File: src/rtl/instr_loader.sv
// Boot-time instruction memory loader: assembles little-endian words from a byte stream and writes them.
// Optional trailing XOR checksum byte when INSTR_LOADER_CHECKSUM_EN is defined.
module instr_loader #(
    parameter int DEPTH  = 64,
    parameter int ADDR_W = 6
) (
    input  logic              clk,
    input  logic              rst_n,
    input  logic              start,
    input  logic              in_valid,
    input  logic [7:0]        in_data,
    output logic              in_ready,
    output logic              mem_we,
    output logic [ADDR_W-1:0] mem_addr,
    output logic [31:0]       mem_wdata,
    output logic              cpu_hold,
    output logic              done,
    output logic              err,
    output logic [ADDR_W:0]   words_loaded
);

    typedef enum logic [2:0] {
        S_IDLE  = 3'd0,
        S_LEN   = 3'd1,
        S_DATA  = 3'd2,
        S_WRITE = 3'd3,
`ifdef INSTR_LOADER_CHECKSUM_EN
        S_CHK   = 3'd4,
`endif
        S_DONE  = 3'd5,
        S_ERROR = 3'd6
    } state_t;

    state_t            state;
    logic [ADDR_W:0]   target;
    logic [ADDR_W-1:0] addr;
    logic [1:0]        byte_idx;
    logic [23:0]       word;
    logic              len_bad;
    logic              last_word;
`ifdef INSTR_LOADER_CHECKSUM_EN
    logic [7:0]        xor_acc;
`endif

    assign len_bad   = (in_data == 8'd0) || ({1'b0, in_data} > 9'(DEPTH));
    assign last_word = ((words_loaded + 1'b1) == target);

    always_comb begin
        in_ready = 1'b0;
        case (state)
            S_LEN, S_DATA: in_ready = 1'b1;
`ifdef INSTR_LOADER_CHECKSUM_EN
            S_CHK:         in_ready = 1'b1;
`endif
            default:       in_ready = 1'b0;
        endcase
    end

    always_ff @(posedge clk or negedge rst_n) begin
        if (!rst_n) begin
            state        <= S_IDLE;
            target       <= '0;
            addr         <= '0;
            byte_idx     <= 2'd0;
            word         <= 24'd0;
            mem_we       <= 1'b0;
            mem_addr     <= '0;
            mem_wdata    <= 32'd0;
            cpu_hold     <= 1'b1;
            done         <= 1'b0;
            err          <= 1'b0;
            words_loaded <= '0;
`ifdef INSTR_LOADER_CHECKSUM_EN
            xor_acc      <= 8'd0;
`endif
        end else begin
            mem_we <= 1'b0;
            case (state)
                S_IDLE: begin
                    if (start) state <= S_LEN;
                end
                S_LEN: begin
`ifdef INSTR_LOADER_CHECKSUM_EN
                    xor_acc <= 8'd0;
`endif
                    if (in_valid) begin
                        target       <= in_data[ADDR_W:0];
                        words_loaded <= '0;
                        addr         <= '0;
                        byte_idx     <= 2'd0;
                        if (len_bad) begin
                            state <= S_ERROR;
                            err   <= 1'b1;
                        end else begin
                            state <= S_DATA;
                        end
                    end
                end
                S_DATA: begin
                    if (in_valid) begin
`ifdef INSTR_LOADER_CHECKSUM_EN
                        xor_acc <= xor_acc ^ in_data;
`endif
                        byte_idx <= byte_idx + 2'd1;
                        case (byte_idx)
                            2'd0: word[7:0]   <= in_data;
                            2'd1: word[15:8]  <= in_data;
                            2'd2: word[23:16] <= in_data;
                            default: begin
                                // Final byte bypasses the holding register straight into the write data.
                                mem_we    <= 1'b1;
                                mem_addr  <= addr;
                                mem_wdata <= {in_data, word};
                                state     <= S_WRITE;
                            end
                        endcase
                    end
                end
                S_WRITE: begin
                    addr         <= addr + 1'b1;
                    words_loaded <= words_loaded + 1'b1;
                    if (last_word) begin
`ifdef INSTR_LOADER_CHECKSUM_EN
                        state <= S_CHK;
`else
                        state    <= S_DONE;
                        done     <= 1'b1;
                        cpu_hold <= 1'b0;
`endif
                    end else begin
                        state <= S_DATA;
                    end
                end
`ifdef INSTR_LOADER_CHECKSUM_EN
                S_CHK: begin
                    if (in_valid) begin
                        if (in_data == xor_acc) begin
                            state    <= S_DONE;
                            done     <= 1'b1;
                            cpu_hold <= 1'b0;
                        end else begin
                            state <= S_ERROR;
                            err   <= 1'b1;
                        end
                    end
                end
`endif
                S_DONE: begin
                    if (start) begin
                        state    <= S_LEN;
                        done     <= 1'b0;
                        cpu_hold <= 1'b1;
                    end
                end
                S_ERROR: begin
                    if (start) begin
                        state <= S_LEN;
                        err   <= 1'b0;
                    end
                end
                default: state <= S_IDLE;
            endcase
        end
    end

endmodule

File: config.mk
export PLATFORM = sky130hd
export DESIGN_NAME = instr_loader
export DESIGN_NICKNAME = d
export VERILOG_FILES = /design/src/rtl/instr_loader.sv
export SDC_FILE = /design/constraint.sdc
export NUM_CORES = 1
export LEC_CHECK = 0
export ABC_CLOCK_PERIOD_IN_PS = 3450
export CAP_MARGIN = 20
export CORE_MARGIN = 1.5
export CORE_UTILIZATION = 40
export CTS_CLUSTER_DIAMETER = 80
export DETAILED_ROUTE_END_ITERATION = 8
export DONT_BUFFER_PORTS = 1
export GPL_TIMING_DRIVEN = 1
export HOLD_SLACK_MARGIN = 0.1
export PLACE_DENSITY = 0.58
export SETUP_SLACK_MARGIN = 0.02
export SYNTH_ARGS = -nofsm -noshare
export SYNTH_HDL_FRONTEND = slang
export SYNTH_SLANG_ARGS = --single-unit
File: constraint.sdc
create_clock -name clk -period 3.45 [get_ports clk]
set_clock_uncertainty 0.15 [all_clocks]
set_input_delay 0.5175 -clock clk [delete_from_list [all_inputs] [get_ports clk]]
set_output_delay 0.5175 -clock clk [all_outputs]
set_load 0.02 [all_outputs]
==> results.toml <==
[run_status]
status = "complete, no violations"

[die]
initial_core_util_pct = 41.75
coreArea_um2 = 9371
boundaryPins = 62
fp-row-count = 35
die_y_um = 101.9
die_area_um2 = 10380
fp.dieW_um = 101.9

[sta]
min_period_ps = 2223
max_freq_mhz = 449.9
worstMarginPinSlew_ps = 697.6
setup_ws_ps = 1227
finalSetupTns_ps = 0
setup_viol = 0
relSlewSlack_pct = 53.32
slew_violations = 0
rsz0062_at_grt = "no"
final_hold_viol_count = 0
fin_crit_sh_pct = 64.43

[critical_path]
critPathSlowestCell = "dfrtp_1"
critPathKind = "register to output pin"
crit_required_ps = 2780
worstPathCellList = "nand2b_1 > a21oi_1"
cp-end-kind = "output pin"
worst_r2r_path_depth = 6
r2r-start = "words_loaded[0]"
reg2reg_slack_ps = 1260
slowest_delay_ps = 470
cp-start-kind = "register"
startpoint = "state[1]"
worst-endpoint-arrival_ps = 1560
crit_path_max_fanout = 7

[place]
hpwl_um = 4792
portBuffers = 0
dp_worst_setup_slack_ps = 1199
gp_congestion = 0.7784

[power]
p_per_area_nw_per_um2 = 964.1
peakVddDrop_mv = 0.3777
p_leak_uw = 0.001886

[logic_synthesis]
synthTopCellsByCount = "90 x dfrtp_1, 61 x mux2_2, 20 x o21ai_0, 19 x nand2_1, 12 x nor2_1"
syn_area_per_cell_um2 = 13.63
netlist_area_um2 = 3913
yosysMostFrequentCell = "dfrtp_1"
ys_warn_count = 0
async_flop_share_pct = 100.0
synthFlopType = "dfrtp_1"
synth_top_area_share_pct = 57.56
synth-edff-count = 0
seq_area_frac_synth_pct = 58.23
syn-num-nets = 305
synth-seq-cells = 91
syn_inst = 287
synthTopCellsByArea = "dfrtp_1 58%, mux2_2 18%, mux2_4 3.5%, o21ai_0 2.6%, ha_1 1.9%"
synth_top_area_cell = "dfrtp_1"
synth_cell_type_count = 46

[clocking]
clk_latency_ps = 350
path_clk_slew_ps = 90
ctsHoldBuffers = 2
cts_resized = 0
clkSinkCount = 91
htree_levels = 3
cts_root_buf = "clkbuf_8"
post_cts_buffers = 0
cts_made_buffers = 9
cts_tree = "yes"
cts_buffer_depth = 2

[routing]
drc = 0
wirelength_um = 7369
drtPass1Iterations = 4
wl_per_cell_um = 17.34
drt-initial-drc-count = 71
final_antenna_net_count = 0
via_per_inst = 5.240
vias = 2227

[cells_and_area]
fill_cells = 876
multi_input_area_um2 = 1545
fin_nets = 309
drive_above_1_share_pct = 32.77
antennaDiodeCount = 0
seq_area_um2 = 2278
area_growth_pct = 8.507

[min_path]
whs_path_depth = 1
hold_path_class = "primary input to register"
min_from = "in_valid"

[global_route]
grt_pass1_vias = 2250
grt-ovfl-total = 0
antenna_found_initial = 0
grt_usage_pct = 15.45
grt_max_degree = 92
grt_pass1_wl_um = 11980

[job]
drv_cap = 0
## metrics by stage
stage | utilization (%) | cells | power [uW] | area (um^2) | hold WS, ps
after global placement | 42.80 | 406 | 3394 | 4011 | 74.92
after global routing | 45.30 | 425 | 4372 | 4245 | 122.5
after CTS | 45.09 | 424 | 4136 | 4225 | 131.8
final | 45.30 | 425 | 4093 | 4245 | 142.1
after detailed placement | 42.80 | 406 | 3443 | 4011 | 74.17
after floorplan | - | 287 | 3201 | 3913 | 71.91
## layer usage
metal | up-vias | GRT usage [%] | share of wire (%)
li1 | 1031 | - | -
met2 | 47 | 24.05 | 48
met4 | 0 | 5.374 | 1.3
met5 | - | 0 | 0
met1 | 1141 | 20.26 | 46
met3 | 8 | 5.267 | 5.3
## registers in the layout, indices dropped and copies added, names as in the netlist
| name | count |
|---|---|
| addr | 6 |
| byte_idx | 2 |
| cpu_hold | 1 |
| done | 1 |
| err | 1 |
| mem_addr | 6 |
| mem_wdata | 32 |
| mem_we | 1 |
| state | 3 |
| target | 7 |
| word | 24 |
| words_loaded | 7 |
## area by class of cell
type,count,area share [%]
Sequential cell,91,53.67
Clock inverter,6,1.149
Timing Repair Buffer,4,1.533
Tap cell,129,3.802
Multi-Input combinational cell,180,36.40
Clock buffer,10,3.006
Inverter,5,0.4421
## cells by family after synthesis
| kind of cell | after synthesis | synth area share (%) |
|---|---|---|
| buf+inv | 16 | 2.270 |
| flops | 91 | 58.23 |
| mux | 70 | 21.01 |
| fa+ha+maj | 6 | 1.919 |
| simple gates | 57 | 8.219 |
| compound gates | 37 | 5.757 |
| xor+xnor | 10 | 2.590 |
## placed cells by master (no fill, tap or decap), types with 2 or more instances in the layout
cell / instances
a21oi_1: 2
a22o_1: 3
and3_1: 2
clkbuf_8: 9
clkinv_4: 3
dfrtp_1: 90
ha_1: 6
inv_1: 5
inv_6: 2
mux2_2: 61
mux2_4: 9
nand2_1: 19
nand2b_4: 2
nand3_1: 5
nand3b_1: 2
nand4_1: 2
nor2_1: 12
nor3_1: 2
o21a_1: 2
o21ai_0: 20
xnor2_1: 4
xor2_1: 5
## path summary, 6_finish.rpt
kind | end
max in group asynchronous | mem_wdata[0]
worst min register to register | mem_wdata[9]
min in group asynchronous | mem_wdata[23]
worst max-delay path | in_ready
worst max register to register | state[0]
worst min-delay path | state[0]
## report_power, final
group	total (uW)	switching, uW	internal, uW
clock network	657	387	270
logic	1130	461	665
registers	2310	734	1580
total	4090	1580	2510
## critical path, delay by kind of cell (launching register included)
kind / cells / cell delay (ps)
AOI/OAI and AO/OA: 1 / 460
and+or+nand+nor: 1 / 280
DFF: 1 / 470
(Power assumes the default switching activity.)
